==> config.mk <==
export PLATFORM = sky130hd
export DESIGN_NAME = fdiv_iter
export DESIGN_NICKNAME = d
export VERILOG_FILES = /design/src/rtl/fdiv_iter.sv
export SDC_FILE = /design/constraint.sdc
export NUM_CORES = 1
export LEC_CHECK = 0
export CAP_MARGIN = 5
export CORE_AREA = 2 2 137 139
export DETAILED_ROUTE_END_ITERATION = 16
export DIE_AREA = 0 0 139 141
export HOLD_SLACK_MARGIN = 0.03
export PLACE_DENSITY = 0.85
export SETUP_SLACK_MARGIN = 0.5
export SYNTH_ARGS = -nofsm -noshare
export SYNTH_HDL_FRONTEND = slang
export SYNTH_SLANG_ARGS = --single-unit
==> constraint.sdc <==
create_clock -name clk -period 13 [get_ports clk]
set_input_delay 1.3 -clock clk [delete_from_list [all_inputs] [get_ports clk]]
set_output_delay 1.3 -clock clk [all_outputs]
set_load 0.05 [all_outputs]
==> src/rtl/fdiv_iter.sv <==
`default_nettype none
// ============================================================================
// Module   : fdiv_iter
// Purpose  : Multi-cycle floating-point divider y = x1 / x2 with valid/ready
//            handshakes, restoring division (R quotient bits per cycle),
//            round-to-nearest-even, denormal flush and special operands.
// Options  : define FDIV_FLAGS_EN to add the flags[3:0] output
//            {invalid, divzero, overflow, inexact}.
// Revision : 1.0 - initial release
// ============================================================================
module fdiv_iter #(
  parameter int EW = 8,   // exponent width
  parameter int MW = 23,  // stored mantissa width
  parameter int R  = 1    // quotient bits per DIV cycle (1 or 2)
) (
  input  logic             clk,
  input  logic             rstn,
  input  logic             in_valid,
  output logic             in_ready,
  input  logic [EW+MW:0]   x1,
  input  logic [EW+MW:0]   x2,
  output logic             out_valid,
  input  logic             out_ready,
  output logic [EW+MW:0]   y,
  output logic             ovf,
  output logic             busy
`ifdef FDIV_FLAGS_EN
  ,
  output logic [3:0]       flags
`endif
);

  localparam int W  = 1 + EW + MW;
  localparam int NQ = MW + 4;              // quotient bits: 1 integer + MW + guard + 2 extra
  localparam int CW = $clog2(NQ + 1) + 1;  // quotient bit counter width

  localparam logic [CW-1:0] NQ_C    = CW'(NQ);
  localparam logic [CW-1:0] CNT_ONE = CW'(1);
  localparam logic [EW+1:0] BIAS_V  = (EW+2)'((1 << (EW - 1)) - 1);
  localparam logic [EW+1:0] E_ONE   = (EW+2)'(1);
  localparam logic [EW:0]   EMAX_V  = (EW+1)'((1 << EW) - 1);

  typedef enum logic [2:0] {
    S_IDLE = 3'd0,
    S_PREP = 3'd1,
    S_DIV  = 3'd2,
    S_NORM = 3'd3,
    S_DONE = 3'd4
  } state_t;

  state_t          state_q, state_d;
  logic [W-1:0]    x1_q, x1_d, x2_q, x2_d;
  logic            sign_q, sign_d;
  logic [EW+1:0]   exp_q, exp_d;
  logic [MW+1:0]   rem_q, rem_d;
  logic [MW:0]     div_q, div_d;
  logic [NQ-1:0]   quo_q, quo_d;
  logic [CW-1:0]   cnt_q, cnt_d;
  logic [W-1:0]    y_q, y_d;
  logic            ovf_q, ovf_d;
  logic            out_valid_q, out_valid_d;
  logic            in_ready_q, in_ready_d;
  logic            busy_q, busy_d;
`ifdef FDIV_FLAGS_EN
  logic [3:0]      flags_q, flags_d;
`endif

  // Operand fields of the captured operands
  logic            s1, s2;
  logic [EW-1:0]   e1, e2;
  logic [MW-1:0]   m1, m2;
  logic            z1, z2, i1, i2;

  // Unpack the registered operands and classify them
  always_comb begin
    s1 = x1_q[W-1];
    s2 = x2_q[W-1];
    e1 = x1_q[W-2 -: EW];
    e2 = x2_q[W-2 -: EW];
    m1 = x1_q[MW-1:0];
    m2 = x2_q[MW-1:0];
    z1 = (e1 == '0);
    z2 = (e2 == '0);
    i1 = (e1 == '1);
    i2 = (e2 == '1);
  end

  // One DIV cycle: up to R restoring steps, stopping once NQ bits are retired
  logic [MW+1:0]   rem_t;
  logic [NQ-1:0]   quo_t;
  logic [CW-1:0]   cnt_t;
  always_comb begin
    rem_t = rem_q;
    quo_t = quo_q;
    cnt_t = cnt_q;
    for (int k = 0; k < R; k++) begin
      if (cnt_t < NQ_C) begin
        if (rem_t >= {1'b0, div_q}) begin
          rem_t = rem_t - {1'b0, div_q};
          quo_t = {quo_t[NQ-2:0], 1'b1};
        end else begin
          quo_t = {quo_t[NQ-2:0], 1'b0};
        end
        rem_t = rem_t << 1;
        cnt_t = cnt_t + CNT_ONE;
      end
    end
  end

  // Normalise, round to nearest even and range-check the quotient
  logic [NQ-1:0]   q_n;
  logic [EW+1:0]   e_n, e_r;
  logic [MW:0]     mant;
  logic            guard, sticky, rnd;
  logic [MW+1:0]   msum;
  logic [W-1:0]    norm_y;
  logic            norm_ovf;
  logic            norm_unf;
  always_comb begin
    q_n    = quo_q[NQ-1] ? quo_q : {quo_q[NQ-2:0], 1'b0};
    e_n    = quo_q[NQ-1] ? exp_q : (exp_q - E_ONE);
    mant   = q_n[NQ-1 -: MW+1];
    guard  = q_n[2];
    sticky = (|q_n[1:0]) | (|rem_q);
    rnd    = guard & (sticky | mant[0]);
    msum   = {1'b0, mant} + {{(MW+1){1'b0}}, rnd};
    // a carry out of the mantissa leaves 1.000..0, so only the exponent moves
    e_r    = e_n + {{(EW+1){1'b0}}, msum[MW+1]};
    norm_ovf = 1'b0;
    norm_unf = 1'b0;
    if (!e_r[EW+1] && (e_r[EW:0] >= EMAX_V)) begin
      norm_y   = {sign_q, {EW{1'b1}}, {MW{1'b0}}};
      norm_ovf = 1'b1;
    end else if (e_r[EW+1] || (e_r == '0)) begin
      norm_y   = {sign_q, {(W-1){1'b0}}};
      norm_unf = 1'b1;
    end else begin
      norm_y   = {sign_q, e_r[EW-1:0], msum[MW-1:0]};
    end
  end

  // Next-state and next-output logic for the control FSM and datapath
  always_comb begin
    state_d = state_q;
    x1_d    = x1_q;
    x2_d    = x2_q;
    sign_d  = sign_q;
    exp_d   = exp_q;
    rem_d   = rem_q;
    div_d   = div_q;
    quo_d   = quo_q;
    cnt_d   = cnt_q;
    y_d     = y_q;
    ovf_d   = ovf_q;
`ifdef FDIV_FLAGS_EN
    flags_d = flags_q;
`endif
    case (state_q)
      S_IDLE: begin
        if (in_valid) begin
          x1_d    = x1;
          x2_d    = x2;
          state_d = S_PREP;
        end
      end
      S_PREP: begin
        sign_d = s1 ^ s2;
        if ((z1 && z2) || (i1 && i2)) begin
          // quiet NaN is always positive
          y_d     = {1'b0, {EW{1'b1}}, 1'b1, {(MW-1){1'b0}}};
          ovf_d   = 1'b0;
`ifdef FDIV_FLAGS_EN
          flags_d = 4'b1000;
`endif
          state_d = S_DONE;
        end else if (i1) begin
          // inf / finite (including zero) is an exact infinity
          y_d     = {s1 ^ s2, {EW{1'b1}}, {MW{1'b0}}};
          ovf_d   = 1'b1;
`ifdef FDIV_FLAGS_EN
          flags_d = 4'b0000;
`endif
          state_d = S_DONE;
        end else if (z2) begin
          y_d     = {s1 ^ s2, {EW{1'b1}}, {MW{1'b0}}};
          ovf_d   = 1'b1;
`ifdef FDIV_FLAGS_EN
          flags_d = 4'b0100;
`endif
          state_d = S_DONE;
        end else if (z1 || i2) begin
          y_d     = {s1 ^ s2, {(W-1){1'b0}}};
          ovf_d   = 1'b0;
`ifdef FDIV_FLAGS_EN
          flags_d = 4'b0000;
`endif
          state_d = S_DONE;
        end else begin
          rem_d   = {1'b0, 1'b1, m1};
          div_d   = {1'b1, m2};
          exp_d   = {2'b00, e1} - {2'b00, e2} + BIAS_V;
          quo_d   = '0;
          cnt_d   = '0;
          state_d = S_DIV;
        end
      end
      S_DIV: begin
        rem_d = rem_t;
        quo_d = quo_t;
        cnt_d = cnt_t;
        if (cnt_t == NQ_C) begin
          state_d = S_NORM;
        end
      end
      S_NORM: begin
        y_d     = norm_y;
        ovf_d   = norm_ovf;
`ifdef FDIV_FLAGS_EN
        flags_d = {2'b00, norm_ovf, (guard | sticky) & (norm_unf | !norm_ovf)};
`endif
        state_d = S_DONE;
      end
      S_DONE: begin
        if (out_ready) begin
          state_d = S_IDLE;
        end
      end
      default: begin
        state_d = S_IDLE;
      end
    endcase
    out_valid_d = (state_d == S_DONE);
    in_ready_d  = (state_d == S_IDLE);
    busy_d      = (state_d != S_IDLE);
  end

  // State and datapath registers; reset aborts any operation in flight
  always_ff @(posedge clk or negedge rstn) begin
    if (!rstn) begin
      state_q     <= S_IDLE;
      x1_q        <= '0;
      x2_q        <= '0;
      sign_q      <= 1'b0;
      exp_q       <= '0;
      rem_q       <= '0;
      div_q       <= '0;
      quo_q       <= '0;
      cnt_q       <= '0;
      y_q         <= '0;
      ovf_q       <= 1'b0;
      out_valid_q <= 1'b0;
      in_ready_q  <= 1'b1;
      busy_q      <= 1'b0;
`ifdef FDIV_FLAGS_EN
      flags_q     <= '0;
`endif
    end else begin
      state_q     <= state_d;
      x1_q        <= x1_d;
      x2_q        <= x2_d;
      sign_q      <= sign_d;
      exp_q       <= exp_d;
      rem_q       <= rem_d;
      div_q       <= div_d;
      quo_q       <= quo_d;
      cnt_q       <= cnt_d;
      y_q         <= y_d;
      ovf_q       <= ovf_d;
      out_valid_q <= out_valid_d;
      in_ready_q  <= in_ready_d;
      busy_q      <= busy_d;
`ifdef FDIV_FLAGS_EN
      flags_q     <= flags_d;
`endif
    end
  end

  assign in_ready  = in_ready_q;
  assign out_valid = out_valid_q;
  assign y         = y_q;
  assign ovf       = ovf_q;
  assign busy      = busy_q;
`ifdef FDIV_FLAGS_EN
  assign flags     = flags_q;
`endif

endmodule
`default_nettype wire

==> impl_metrics.yaml <==
timing:
  period_minus_slack_ps: 4870
  finalCritPeriodShare: 0.375
  hold_viol: 0
  slew_headroom: 0.328
  rsz0062_at_grt: "no"
  final.setup.worst_slack_ps: 8130
  setup_viol: 0
  worst_pin_slew_ps: 1000
  max_freq_mhz: 205
  drv_slew: 0
  finalSetupTns_ps: 0
  fin_worst_skew_ps: 11.8
global_route:
  grt-busiest-layer: "met2"
  grt_overflow_total: 0
  grt_pass1_wl_um: 41700
  grt_use_met2: 0.436
  grt_pass1_vias: 8619
  grt_util_all_layers: 0.258
  antenna_found_initial: 0
  met1_usage: 0.336
  use_met3: 0.0493
  grt_max_degree: 118
die:
  io_pins: 104
  die_w_um: 139
  die-area_um2: 19600
  die_height_um: 141
  coreArea_um2: 18300
  rows: 50
  start_util: 0.610
clock_tree:
  cts.sinks: 196
  root_buffer: "clkbuf_16"
  cts.clk_slew.worst_paths_ps: 70
  clock_path_buffers: 2
  cts_tree: "yes"
  clk_latency_ps: 440
  cts_setup_buffers: 0
  ctsHoldBuffers: 0
  cts_made_buffers: 17
  cts_resized: 0
  htreeDepth: 4
layout:
  drive_above_1_share: 0.121
  n_antenna_cell: 0
  nets: 1323
  nFillCells: 1339
  syn_to_final_growth_pct: 16.3
synth:
  ys_types: 68
  ys_seq_area_frac: 0.440
  synth_top_flop_cell: "dfrtp_1"
  synth_area_per_cell_um2: 9.75
  syn-num-nets: 1252
  netlist_instances: 1144
  async_reset_ff_frac: 1.00
  synth_edf_count: 0
  syn_area_um2: 11200
  yosysWarningCount: 0
  ys_ff_latch: 196
pwr:
  p_comb_frac: 0.545
  p_clk_frac: 0.158
  leakagePower_nw: 5.65
  power_density_nw_per_um2: 280
  switching_share: 0.435
  p_seq_frac: 0.296
  p_int_w: 0.00206
  ir_worst_vdd_v: 0.000181
  switching_power_w: 0.00158
route:
  drtPass1Iterations: 6
  drc: 0
  drt_iter0_markers: 659
  wl_per_cell_um: 16.9
  routed_via_density: 6.04
  drtAntennaViolNets: 0
  wl_um: 24700
  vias: 8830
placed_design:
  pre_cts_ws_ps: 8240
  gp_congestion: 0.915
  port_buffers: 103
  hpwl_um: 17000
worst_hold_path:
  hold_class: "reg2reg"
critical_path:
  cp.required_ps: 13320
  worstSetupPathType: "reg2reg"
  start_kind: "flop"
  cp_max_fo: 23
  critPathCaptureType: "flop"
  worstPathArrival_ps: 5190
run:
  cap_violations: 0
outcome:
  status: "finished clean"
synth_stat cells (7+ instances only):
cell type / n / share of area
a21oi_1: 48 / 0.022
a31oi_1: 7 / 0.0039
ha_1: 38 / 0.043
nand4_1: 12 / 0.0067
mux2_2: 84 / 0.085
o21ai_0: 57 / 0.026
clkbuf_1: 48 / 0.016
a221o_1: 9 / 0.0081
inv_1: 52 / 0.018
mux2i_1: 32 / 0.029
a211oi_1: 7 / 0.0047
nor2b_1: 18 / 0.010
nand2_1: 146 / 0.049
nand3_1: 65 / 0.029
xor2_1: 33 / 0.026
nor3_1: 14 / 0.0063
nand2b_1: 10 / 0.0056
a21o_1: 11 / 0.0074
and3_1: 12 / 0.0067
a22o_1: 23 / 0.018
o211ai_1: 13 / 0.0088
xnor2_1: 46 / 0.036
nor4_1: 13 / 0.0073
dfrtp_1: 195 / 0.44
nor2_1: 52 / 0.018
or3_1: 10 / 0.0056
logic make-up (layout without fill, tap and decap cells):
| group | after synthesis | in the layout | share of synthesized area |
|---|---|---|---|
| AO/OA/AOI/OAI | 210 | 210 | 0.127 |
| XOR/XNOR | 79 | 79 | 0.0620 |
| adder cells (fa/ha/maj) | 40 | 40 | 0.0462 |
| buffers and inverters | 113 | 197 | 0.0399 |
| flip-flops | 196 | 196 | 0.440 |
| multiplexers | 117 | 117 | 0.115 |
| AND/OR/NAND/NOR | 389 | 389 | 0.171 |
power by group through the flow:
stage | logic [W] | clock network (W) | registers, W
final | 0.00198 | 0.000576 | 0.00108
after global routing | 0.00218 | 0.000610 | 0.00111
after CTS | 0.00196 | 0.000583 | 0.00107
after detailed placement | 0.00194 | 0 | 0.00108
after global placement | 0.00187 | 0 | 0.00107
after floorplan | 0.00148 | 0 | 0.00109
layout make-up:
type                       count  area [um2]  share of cell area
inverter                      52         195              0.0151
clock inverter                13         193              0.0149
sequential                   196        4910               0.378
multi-input combinational    835        5820               0.449
tap                          234         293              0.0226
timing repair buffer         113        1110              0.0856
clock buffer                  19         453              0.0349
per-layer routing:
metal  vias to the layer above  wire, um
li1                       4186         -
met1                      4271     10600
met2                       311     12200
met3                        60      1240
met4                         2       622
met5                         -        33
layout by cell type (no fill, tap or decap), drive strengths merged, types with 7 or more instances in the layout:
cell,netlist,layout
nand4,12,12
and2,7,7
a31oi,7,7
nor2b,18,18
nand2,146,146
nand3,65,65
nor3,14,14
a221o,9,9
xnor2,46,46
a22o,23,23
o21ai,59,59
mux2i,33,33
buf,13,10
o211ai,13,13
nand2b,10,10
clkbuf,48,20
and3,12,12
dfrtp,195,195
a21oi,48,48
ha,38,38
nor2,53,53
xor2,33,33
clkdlybuf4s50,0,102
a211oi,9,9
a21o,11,11
mux2,84,84
nor4,14,14
or3,10,10
inv,52,57
per-stage QoR:
step                hold WS [ps]  std cells  cell area, um2  total power (W)  utilization
floorplan                    418       1144           11200          0.00256            -
global placement             436       1430           12300          0.00294        0.674
detailed placement           445       1430           12300          0.00302        0.674
CTS                          463       1462           13000          0.00362        0.710
global route                 474       1462           13000          0.00390        0.710
finish                       460       1462           13000          0.00364        0.710
sequential cells by signal, summed over array words and instances, names as in the netlist, 3 cells and up:
name     flops
quo_q       27
x2_q        32
rem_q       25
x1_q        32
cnt_q        6
div_q       24
exp_q       10
y           32
state_q      3
worst max-delay path, cell delays in order, from the launching register on:
cell and delay [ps]:
dfrtp_2 530, nand2b_1 260, a21boi_0 200, ha_1 250, and3_1 200, nand3_1 150
nor2_1 210, nand3_1 220, nor2_1 310, o2111a_1 260, ha_1 170, ha_1 250
mux2i_1 210, a21oi_1 100, xnor2_1 180, or4_1 440, nor4_1 260, a211oi_2 140
buf_4 220, a22o_1 200
path summary, 6_finish.rpt:
kind | start | end | slack (ps) | cells after the start
worst max-delay path | quo_q[26] | y[10] | 8130 | 19
worst min-delay path | div_q[23] | div_q[23] | 460 | 2
worst max register to register | quo_q[26] | y[10] | 8130 | 19
worst min register to register | div_q[23] | div_q[23] | 460 | 2
max in group asynchronous | rstn | quo_q[26] | 10430 | 2
min in group asynchronous | rstn | x2_q[1] | 1000 | 1
Note: power is estimated with default switching activity, not from simulation.
